File: src/rtl/uart_pkg.sv
// Shared encodings for the framed UART transmitter: FSM states, parity/stop selects,
// and the stop-length helper.
package uart_pkg;

  typedef enum logic [2:0] {
    ST_IDLE   = 3'd0,
    ST_START  = 3'd1,
    ST_DATA   = 3'd2,
    ST_PARITY = 3'd3,
    ST_STOP   = 3'd4
  } state_e;

  // parity_sel: 00 none, 01 even, 10 odd, 11 none
  localparam logic [1:0] PAR_EVEN = 2'b01;
  localparam logic [1:0] PAR_ODD  = 2'b10;

  // stop_sel: 00 one, 01 one and a half, 10 two, 11 one
  localparam logic [1:0] STOP_1P5 = 2'b01;
  localparam logic [1:0] STOP_2   = 2'b10;

  function automatic logic parity_on(input logic [1:0] sel);
    return (sel == PAR_EVEN) || (sel == PAR_ODD);
  endfunction

  function automatic logic parity_odd(input logic [1:0] sel);
    return sel == PAR_ODD;
  endfunction

  // Number of s_tick pulses the stop level is held for.
  function automatic int unsigned stop_ticks(input logic [1:0] sel, input int unsigned os_tick);
    case (sel)
      STOP_1P5: return (3 * os_tick) / 2;
      STOP_2:   return 2 * os_tick;
      default:  return os_tick;
    endcase
  endfunction

endpackage

File: src/rtl/uart_tx_framed.sv
// Framed UART transmitter: start, DBIT data bits LSB first, optional parity, 1/1.5/2 stop bits.
// Define UART_TX_PARITY_EN to build the parity stage; otherwise parity_sel is ignored.
module uart_tx_framed
  import uart_pkg::*;
#(
  parameter int unsigned DBIT    = 8,
  parameter int unsigned OS_TICK = 16
) (
  input  logic            clk,
  input  logic            reset_n,
  input  logic            s_tick,
  input  logic            tx_start,
  input  logic [DBIT-1:0] tx_din,
  input  logic [1:0]      parity_sel,
  input  logic [1:0]      stop_sel,
  output logic            tx_ready,
  output logic            tx_done_tick,
  output logic            tx
);

  localparam int unsigned TW = $clog2(2 * OS_TICK);
  localparam int unsigned BW = $clog2(DBIT);
  localparam logic [TW-1:0] BIT_LAST  = TW'(OS_TICK - 1);
  localparam logic [BW-1:0] DATA_LAST = BW'(DBIT - 1);

  state_e          state_q, state_d;
  logic [TW-1:0]   tick_q, tick_d;
  logic [BW-1:0]   bit_q, bit_d;
  logic [DBIT-1:0] sreg_q, sreg_d;
  logic [1:0]      stop_q, stop_d;
  logic            tx_q, tx_d;
  logic            ready_q, ready_d;
  logic            done_q, done_d;
  logic [TW-1:0]   stop_last_c;

`ifdef UART_TX_PARITY_EN
  logic par_en_q, par_en_d;
  logic par_q, par_d;
`else
  logic unused_parity_sel;
  assign unused_parity_sel = ^parity_sel;
`endif

  assign stop_last_c = TW'(stop_ticks(stop_q, OS_TICK) - 1);

  // Next-state and next-output logic; outputs are registered below.
  always_comb begin
    state_d = state_q;
    tick_d  = tick_q;
    bit_d   = bit_q;
    sreg_d  = sreg_q;
    stop_d  = stop_q;
    tx_d    = tx_q;
    done_d  = 1'b0;
`ifdef UART_TX_PARITY_EN
    par_en_d = par_en_q;
    par_d    = par_q;
`endif

    case (state_q)
      ST_IDLE: begin
        tx_d = 1'b1;
        // A tick coincident with acceptance is deliberately not counted.
        if (tx_start) begin
          state_d = ST_START;
          tick_d  = '0;
          bit_d   = '0;
          sreg_d  = tx_din;
          stop_d  = stop_sel;
          tx_d    = 1'b0;
`ifdef UART_TX_PARITY_EN
          par_en_d = parity_on(parity_sel);
          par_d    = (^tx_din) ^ parity_odd(parity_sel);
`endif
        end
      end

      ST_START: begin
        if (s_tick) begin
          if (tick_q == BIT_LAST) begin
            tick_d  = '0;
            state_d = ST_DATA;
            tx_d    = sreg_q[0];
          end else begin
            tick_d = tick_q + TW'(1);
          end
        end
      end

      ST_DATA: begin
        if (s_tick) begin
          if (tick_q == BIT_LAST) begin
            tick_d = '0;
            if (bit_q == DATA_LAST) begin
`ifdef UART_TX_PARITY_EN
              if (par_en_q) begin
                state_d = ST_PARITY;
                tx_d    = par_q;
              end else begin
                state_d = ST_STOP;
                tx_d    = 1'b1;
              end
`else
              state_d = ST_STOP;
              tx_d    = 1'b1;
`endif
            end else begin
              bit_d  = bit_q + BW'(1);
              sreg_d = sreg_q >> 1;
              tx_d   = sreg_q[1];
            end
          end else begin
            tick_d = tick_q + TW'(1);
          end
        end
      end

`ifdef UART_TX_PARITY_EN
      ST_PARITY: begin
        if (s_tick) begin
          if (tick_q == BIT_LAST) begin
            tick_d  = '0;
            state_d = ST_STOP;
            tx_d    = 1'b1;
          end else begin
            tick_d = tick_q + TW'(1);
          end
        end
      end
`endif

      ST_STOP: begin
        tx_d = 1'b1;
        if (s_tick) begin
          if (tick_q == stop_last_c) begin
            tick_d  = '0;
            state_d = ST_IDLE;
            done_d  = 1'b1;
          end else begin
            tick_d = tick_q + TW'(1);
          end
        end
      end

      default: begin
        state_d = ST_IDLE;
        tick_d  = '0;
        bit_d   = '0;
        tx_d    = 1'b1;
      end
    endcase

    ready_d = (state_d == ST_IDLE);
  end

  always_ff @(posedge clk or negedge reset_n) begin
    if (!reset_n) begin
      state_q <= ST_IDLE;
      tick_q  <= '0;
      bit_q   <= '0;
      sreg_q  <= '0;
      stop_q  <= '0;
      tx_q    <= 1'b1;
      ready_q <= 1'b1;
      done_q  <= 1'b0;
    end else begin
      state_q <= state_d;
      tick_q  <= tick_d;
      bit_q   <= bit_d;
      sreg_q  <= sreg_d;
      stop_q  <= stop_d;
      tx_q    <= tx_d;
      ready_q <= ready_d;
      done_q  <= done_d;
    end
  end

`ifdef UART_TX_PARITY_EN
  always_ff @(posedge clk or negedge reset_n) begin
    if (!reset_n) begin
      par_en_q <= 1'b0;
      par_q    <= 1'b0;
    end else begin
      par_en_q <= par_en_d;
      par_q    <= par_d;
    end
  end
`endif

  assign tx           = tx_q;
  assign tx_ready     = ready_q;
  assign tx_done_tick = done_q;

endmodule

File: config.mk
export PLATFORM = sky130hd
export DESIGN_NAME = uart_tx_framed
export DESIGN_NICKNAME = d
export VERILOG_FILES = /design/src/rtl/uart_pkg.sv /design/src/rtl/uart_tx_framed.sv
export SDC_FILE = /design/constraint.sdc
export NUM_CORES = 1
export LEC_CHECK = 0
export BUFFER_PORTS_ARGS = -buffer_cell sky130_fd_sc_hd__buf_2
export CAP_MARGIN = 0
export CORE_ASPECT_RATIO = 1.5
export CORE_MARGIN = 3
export CORE_UTILIZATION = 55
export DETAILED_ROUTE_END_ITERATION = 12
export PLACE_DENSITY = 0.77
export SYNTH_ARGS = -nofsm -noshare
export SYNTH_HDL_FRONTEND = slang
export SYNTH_SLANG_ARGS = --single-unit
export TNS_END_PERCENT = 50
File: constraint.sdc
create_clock -name clk -period 2.1 [get_ports clk]
set_input_delay 0 -clock clk [delete_from_list [all_inputs] [get_ports clk]]
set_output_delay 0 -clock clk [all_outputs]
set_load 0.1 [all_outputs]
# After elaboration in Yosys (flattened, before gate mapping)
# Cells that the tools add are included.
word_totals:
  inputBits: 16
  register_bits: 24
  latch_bits: 0
  ram_bits: 0
  word_cells: 74
  rom_bits: 0
  n_memories: 0
  output_inout_bits: 3
classes:
  bitwise: 1
  n_div: 0
  shift: 0
  n_lt_le_gt_ge: 0
  n_addsub: 3
  mul: 0
  reduce_logical: 10
  muxes: 36
  eq_ne: 16
op_table:
  columns: ["cell", "count"]
  rows:
  - ["3-bit two-way mux", 12]
  - ["8-bit two-way mux", 4]
  - ["5-bit two-way mux", 5]
  - ["8-bit case mux with 2 select lines", 1]
  - ["5-bit case mux with 3 select lines", 1]
  - ["2-bit inequality test (second input constant)", 7]
  - ["3-bit case mux with 4 select lines", 1]
  - ["5-bit case mux with 2 select lines", 1]
  - ["5-bit AND reduction", 2]
  - ["1-bit two-way mux", 9]
  - ["3-bit case mux with 3 select lines", 1]
  - ["3-bit == test (second input constant)", 2]
  - ["3-bit zero test", 2]
  - ["5-bit by 1-bit adder with 5-bit output (second input constant)", 1]
  - ["5-bit by 4-bit == test with 1-bit output (second input constant)", 1]
  - ["5-bit == test", 1]
  - ["5-bit by 1-bit subtractor with 5-bit output (second input constant)", 1]
  - ["4-bit AND reduction", 1]
  - ["2-bit OR reduction", 2]
  - ["3-bit by 1-bit adder with 3-bit output (second input constant)", 1]
  - ["3-bit by 1-bit == test with 1-bit output (second input constant)", 1]
  - ["3-bit by 2-bit == test with 1-bit output (second input constant)", 1]
  - ["1-bit case mux with 3 select lines", 1]
  - ["3-bit AND reduction", 1]
  - ["other kinds (6)", 6]

# Longest topological paths before layout
depth:
  ltp_word: 8
  mapped_depth: 9
  ltp_nobuf: 7

# Least setup slack after synthesis
# OpenSTA, ideal clock, no wires.
synth_timing:
  path_kind: "flip-flop to flip-flop"
  startpoint: "register tick_q[0]"
  endpoint: "register sreg_q[3]"
  path_stages_with_launch: 10
  setup_slack_ps: 288
  n_path_buf: 2
  arrival_time_ps: 1735
  synth_period_minus_slack_ps: 1812
  setup_ps: 77
  path_cell_list: "dfrtp_1 > ha_1 > and3_1 > ha_1 > buf_2 > nand4b_1 > a21boi_2 > buf_2 > nor2_1 > a21oi_1"
synth_via:
  elab_chain_len: 3
synth_rtl:
  columns: ["element", "line_no", "text"]
  rows:
  - ["start: declaration", "uart_tx_framed.sv:27", "logic [TW-1:0] tick_q, tick_d;"]
  - ["start signal: assignment", "uart_tx_framed.sv:168", "tick_q <= tick_d;"]
  - ["5-bit by 4-bit == test with 1-bit output", "uart_tx_framed.sv:92", "if (tick_q == BIT_LAST) begin"]
  - ["2-bit inequality test (no line)", null, null]
  - ["5-bit AND reduction (no line)", null, null]
  - ["end signal: assignment", "uart_tx_framed.sv:170", "sreg_q <= sreg_d;"]
  - ["end: declaration", "uart_tx_framed.sv:29", "logic [DBIT-1:0] sreg_q, sreg_d;"]
# Every way passes these cells.
# A chain may end at the register's enable or synchronous reset.

# Worst setup path in the final report
layout_timing:
  startpoint: "register tick_q[0]"
  endpoint: "register sreg_q[0]"
# Same word-level chain as after synthesis.

==> load_flow_metrics.sql <==
INSERT INTO impl_metrics (metric_group, metric, value, unit) VALUES
('logic_synthesis', 'syn-mean-instance-area', '9.59', 'sq um'),
('global_routing', 'overflow_left_after_global_routing', '0', ''),
('logic_synthesis', 'post_synth_main_area_contributors', 'sky130_fd_sc_hd__dfrtp_1 (40%), sky130_fd_sc_hd__mux2i_1 (5.8%), sky130_fd_sc_hd__ha_1 (5.4%), sky130_fd_sc_hd__nor2_1 (5.2%), sky130_fd_sc_hd__a21oi_1 (5.1%)', ''),
('clock_tree', 'clock_sink_count', '24', ''),
('sta', 'setup_viol_count_final', '0', ''),
('logic_synthesis', 'synth.yosys.warnings', '0', ''),
('layout', 'final_common_cell', 'sky130_fd_sc_hd__dfrtp_1', ''),
('logic_synthesis', 'postSynthCellCount', '144', ''),
('sta', 'worst_slew_margin_rel', '65.3', '%'),
('sta', 'total_negative_slack', '0', 'ps'),
('die', 'initial_core_util', '59.7', '%'),
('drt', 'wl', '2660', 'um'),
('power', 'pwr_density_cell', '1060', 'nW/um^2'),
('sta', 'period_share', '90.2', '%'),
('logic_synthesis', 'ys_seq_area_share', '43.7', '%'),
('sta', 'fin_ws', '207', 'ps'),
('place', 'place.detailed.hpwl', '1780', 'um'),
('die', 'i_o_pins', '19', ''),
('sta', 'fmax', '0.528', 'GHz'),
('die', 'design.die.area', '3160', 'sq um'),
('place', 'buffer_ports.inserted', '16', ''),
('drt', 'route.vias.total', '1112', ''),
('sta', 'setup_repair_after_global_routing_missed_its_margin', 'false', ''),
('clock_tree', 'cts_tree', 'built', ''),
('worst_hold_path', 'worst_hold_launch', 'tx_din[5]', ''),
('logic_synthesis', 'synth-edff-count', '0', ''),
('clock_tree', 'clock_tree.htree_level_count', '1', ''),
('logic_synthesis', 'async_flop_share', '100', '%'),
('place', 'routabilityCongestion', '0.845', ''),
('sta', 'pins_over_their_slew_limit', '0', ''),
('sta', 'hold_ws', '-4.71', 'ps'),
('layout', 'final_cell_mix', 'sky130_fd_sc_hd__dfrtp_1 (22), sky130_fd_sc_hd__nor2_1 (19), sky130_fd_sc_hd__buf_2 (16)', ''),
('logic_synthesis', 'ys_dominant_reg_cell', 'sky130_fd_sc_hd__dfrtp_1', ''),
('logic_synthesis', 'synthSimpleGateAreaFrac', '18.8', '%'),
('layout', 'diodes', '0', ''),
('drt', 'drt_pass1_iterations', '4', ''),
('logic_synthesis', 'synth_fp_nets', '166', ''),
('global_routing', 'grt_antenna_before_repair', '0', ''),
('layout', 'layout-drive-gt1-share', '18.0', '%'),
('clock_tree', 'clock_tree.buffer_depth', '2', ''),
('logic_synthesis', 'largest_family_of_logic_cells_by_synthesized_area', 'simple AND/OR/NAND/NOR gates', ''),
('clock_tree', 'post-cts-setup-buffer-count', '0', ''),
('logic_synthesis', 'post_synth_xor_xnor_area', '1.90', '%'),
('clock_tree', 'clockRootBuffer', 'sky130_fd_sc_hd__clkbuf_4', ''),
('logic_synthesis', 'post_synthesis_compound_gate_area_fraction', '16.6', '%'),
('power', 'ir_drop', '0.749', 'mV'),
('logic_synthesis', 'netlist-cell-type-count', '41', ''),
('layout', 'layout.filler_cells', '186', ''),
('die', 'core', '2310', 'sq um'),
('die', 'vert_die_dim', '67.4', 'um'),
('outcome', 'violations', 'hold timing', ''),
('outcome', 'status', 'finished with violations', ''),
('logic_synthesis', 'yosys_register_bits', '24', ''),
('sta', 'final_hold_viol_count', '1', ''),
('logic_synthesis', 'synthAdderAreaFrac', '5.43', '%'),
('critical_path', 'timing.critical_path.fanout_max', '16', ''),
('power', 'p_leak', '0.000710', 'uW'),
('critical_path', 'r2r_start', 'tick_q[0]', ''),
('logic_synthesis', 'synth_top_cell_area_share', '39.9', '%'),
('worst_hold_path', 'timing.hold.worst.class', 'in -> reg', ''),
('drt', 'route.detailed.wl_per_inst', '14.0', 'um'),
('die', 'rows', '21', ''),
('place', 'post-place-ws', '156', 'ps'),
('layout', 'syn_to_final_growth', '15.2', '%'),
('critical_path', 'endpoint_kind', 'flip-flop', ''),
('drt', 'drt.antenna.violating_nets', '0', ''),
('critical_path', 'timing.critical_path.from_type', 'flip-flop', ''),
('critical_path', 'startpoint', 'tick_q[0]', ''),
('global_routing', 'via_count_of_the_first_global_routing_pass', '1044', ''),
('global_routing', 'track_usage', '19.6', '%'),
('clock_tree', 'cts_buffers', '3', '');
sequential cells by signal, summed over array words and instances (netlist names):
name          count
tx_done_tick      1
stop_q            2
tick_q            5
bit_q             3
tx                1
tx_ready          1
state_q           3
sreg_q            8
final cells by class:
cell class / count / area (sq um) / area share (%)
multi-input combinational: 103 / 694 / 43.6
tap: 23 / 28.8 / 1.81
clock buffer: 3 / 22.5 / 1.42
timing repair buffer: 31 / 220 / 13.8
inverter: 6 / 22.5 / 1.42
sequential: 24 / 603 / 37.9
timing repair:
action	in CTS	in global routing
resized for setup	0	1
hold buffers	11	0
endpoints found under the hold margin	32	0
setup endpoints to repair	0	11
report_power, final:
group / switching [uW] / total, uW / internal (uW)
clock: 133 / 200 / 67.2
combinational: 448 / 728 / 280
sequential: 118 / 755 / 637
logic make-up after synthesis:
kind of cell	count (synthesis)
buf+inv	17
mux	10
fa+ha+maj	6
xor+xnor	3
compound gates	35
flops	24
simple gates	49
metal layers:
layer / global-route usage (%) / share of wire, % / up-vias
met5: 0 / 0 / -
met4: 7.61 / 1.2 / 0
met3: 1.60 / 2.7 / 4
met2: 33.2 / 54 / 24
met1: 25.0 / 42 / 526
li1: - / - / 558
worst max-delay path, stage by stage, from the launching register on:
cell and delay (ps):
sky130_fd_sc_hd__dfrtp_1 410, sky130_fd_sc_hd__ha_1 200, sky130_fd_sc_hd__and3_1 210, sky130_fd_sc_hd__ha_2 280, sky130_fd_sc_hd__nand4b_1 170, sky130_fd_sc_hd__a21boi_2 170
sky130_fd_sc_hd__buf_4 200, sky130_fd_sc_hd__nor2_1 60, sky130_fd_sc_hd__a21oi_1 120
synthesized netlist by cell type, types with 2 or more instances:
cell type                  instances
sky130_fd_sc_hd__dfrtp_1          22
sky130_fd_sc_hd__dfstp_2           2
sky130_fd_sc_hd__nand4b_1          2
sky130_fd_sc_hd__clkbuf_1          3
sky130_fd_sc_hd__mux2_2            2
sky130_fd_sc_hd__nor2_1           19
sky130_fd_sc_hd__inv_1             6
sky130_fd_sc_hd__or3b_1            2
sky130_fd_sc_hd__and2_1            2
sky130_fd_sc_hd__buf_2             6
sky130_fd_sc_hd__nand2_1           4
sky130_fd_sc_hd__buf_6             2
sky130_fd_sc_hd__nand3b_1          3
sky130_fd_sc_hd__a22o_1            2
sky130_fd_sc_hd__nor3_1            4
sky130_fd_sc_hd__a21oi_1          14
sky130_fd_sc_hd__mux2i_1           8
sky130_fd_sc_hd__nor2b_1           3
sky130_fd_sc_hd__nand4_1           2
sky130_fd_sc_hd__xor2_1            2
sky130_fd_sc_hd__a31oi_1           2
sky130_fd_sc_hd__o21ai_0           5
sky130_fd_sc_hd__ha_1              6
sky130_fd_sc_hd__nand3_1           3
sky130_fd_sc_hd__nand2b_1          2
final timing paths:
kind                              to  slack, ps  cells after the start
max                        sreg_q[0]        210                      8
min                        sreg_q[5]         -5                      3
max reg2reg                sreg_q[0]        210                      8
min reg2reg                tick_q[0]        530                      1
max in group asynchronous         tx       1550                      2
min in group asynchronous  sreg_q[0]        170                      2
through the flow:
step	total power [uW]	instances	utilization (%)	area [sq um]	hold WS (ps)
final	1680	190	68.8	1590	-4.71
after global routing	1820	190	68.8	1590	37.2
after CTS	1690	190	68.7	1590	5.45
after detailed placement	1470	176	63.0	1460	7.95
after global placement	1440	176	63.0	1460	1.67
after floorplan	1340	144	-	1380	-296
(Power assumes the default switching activity.)
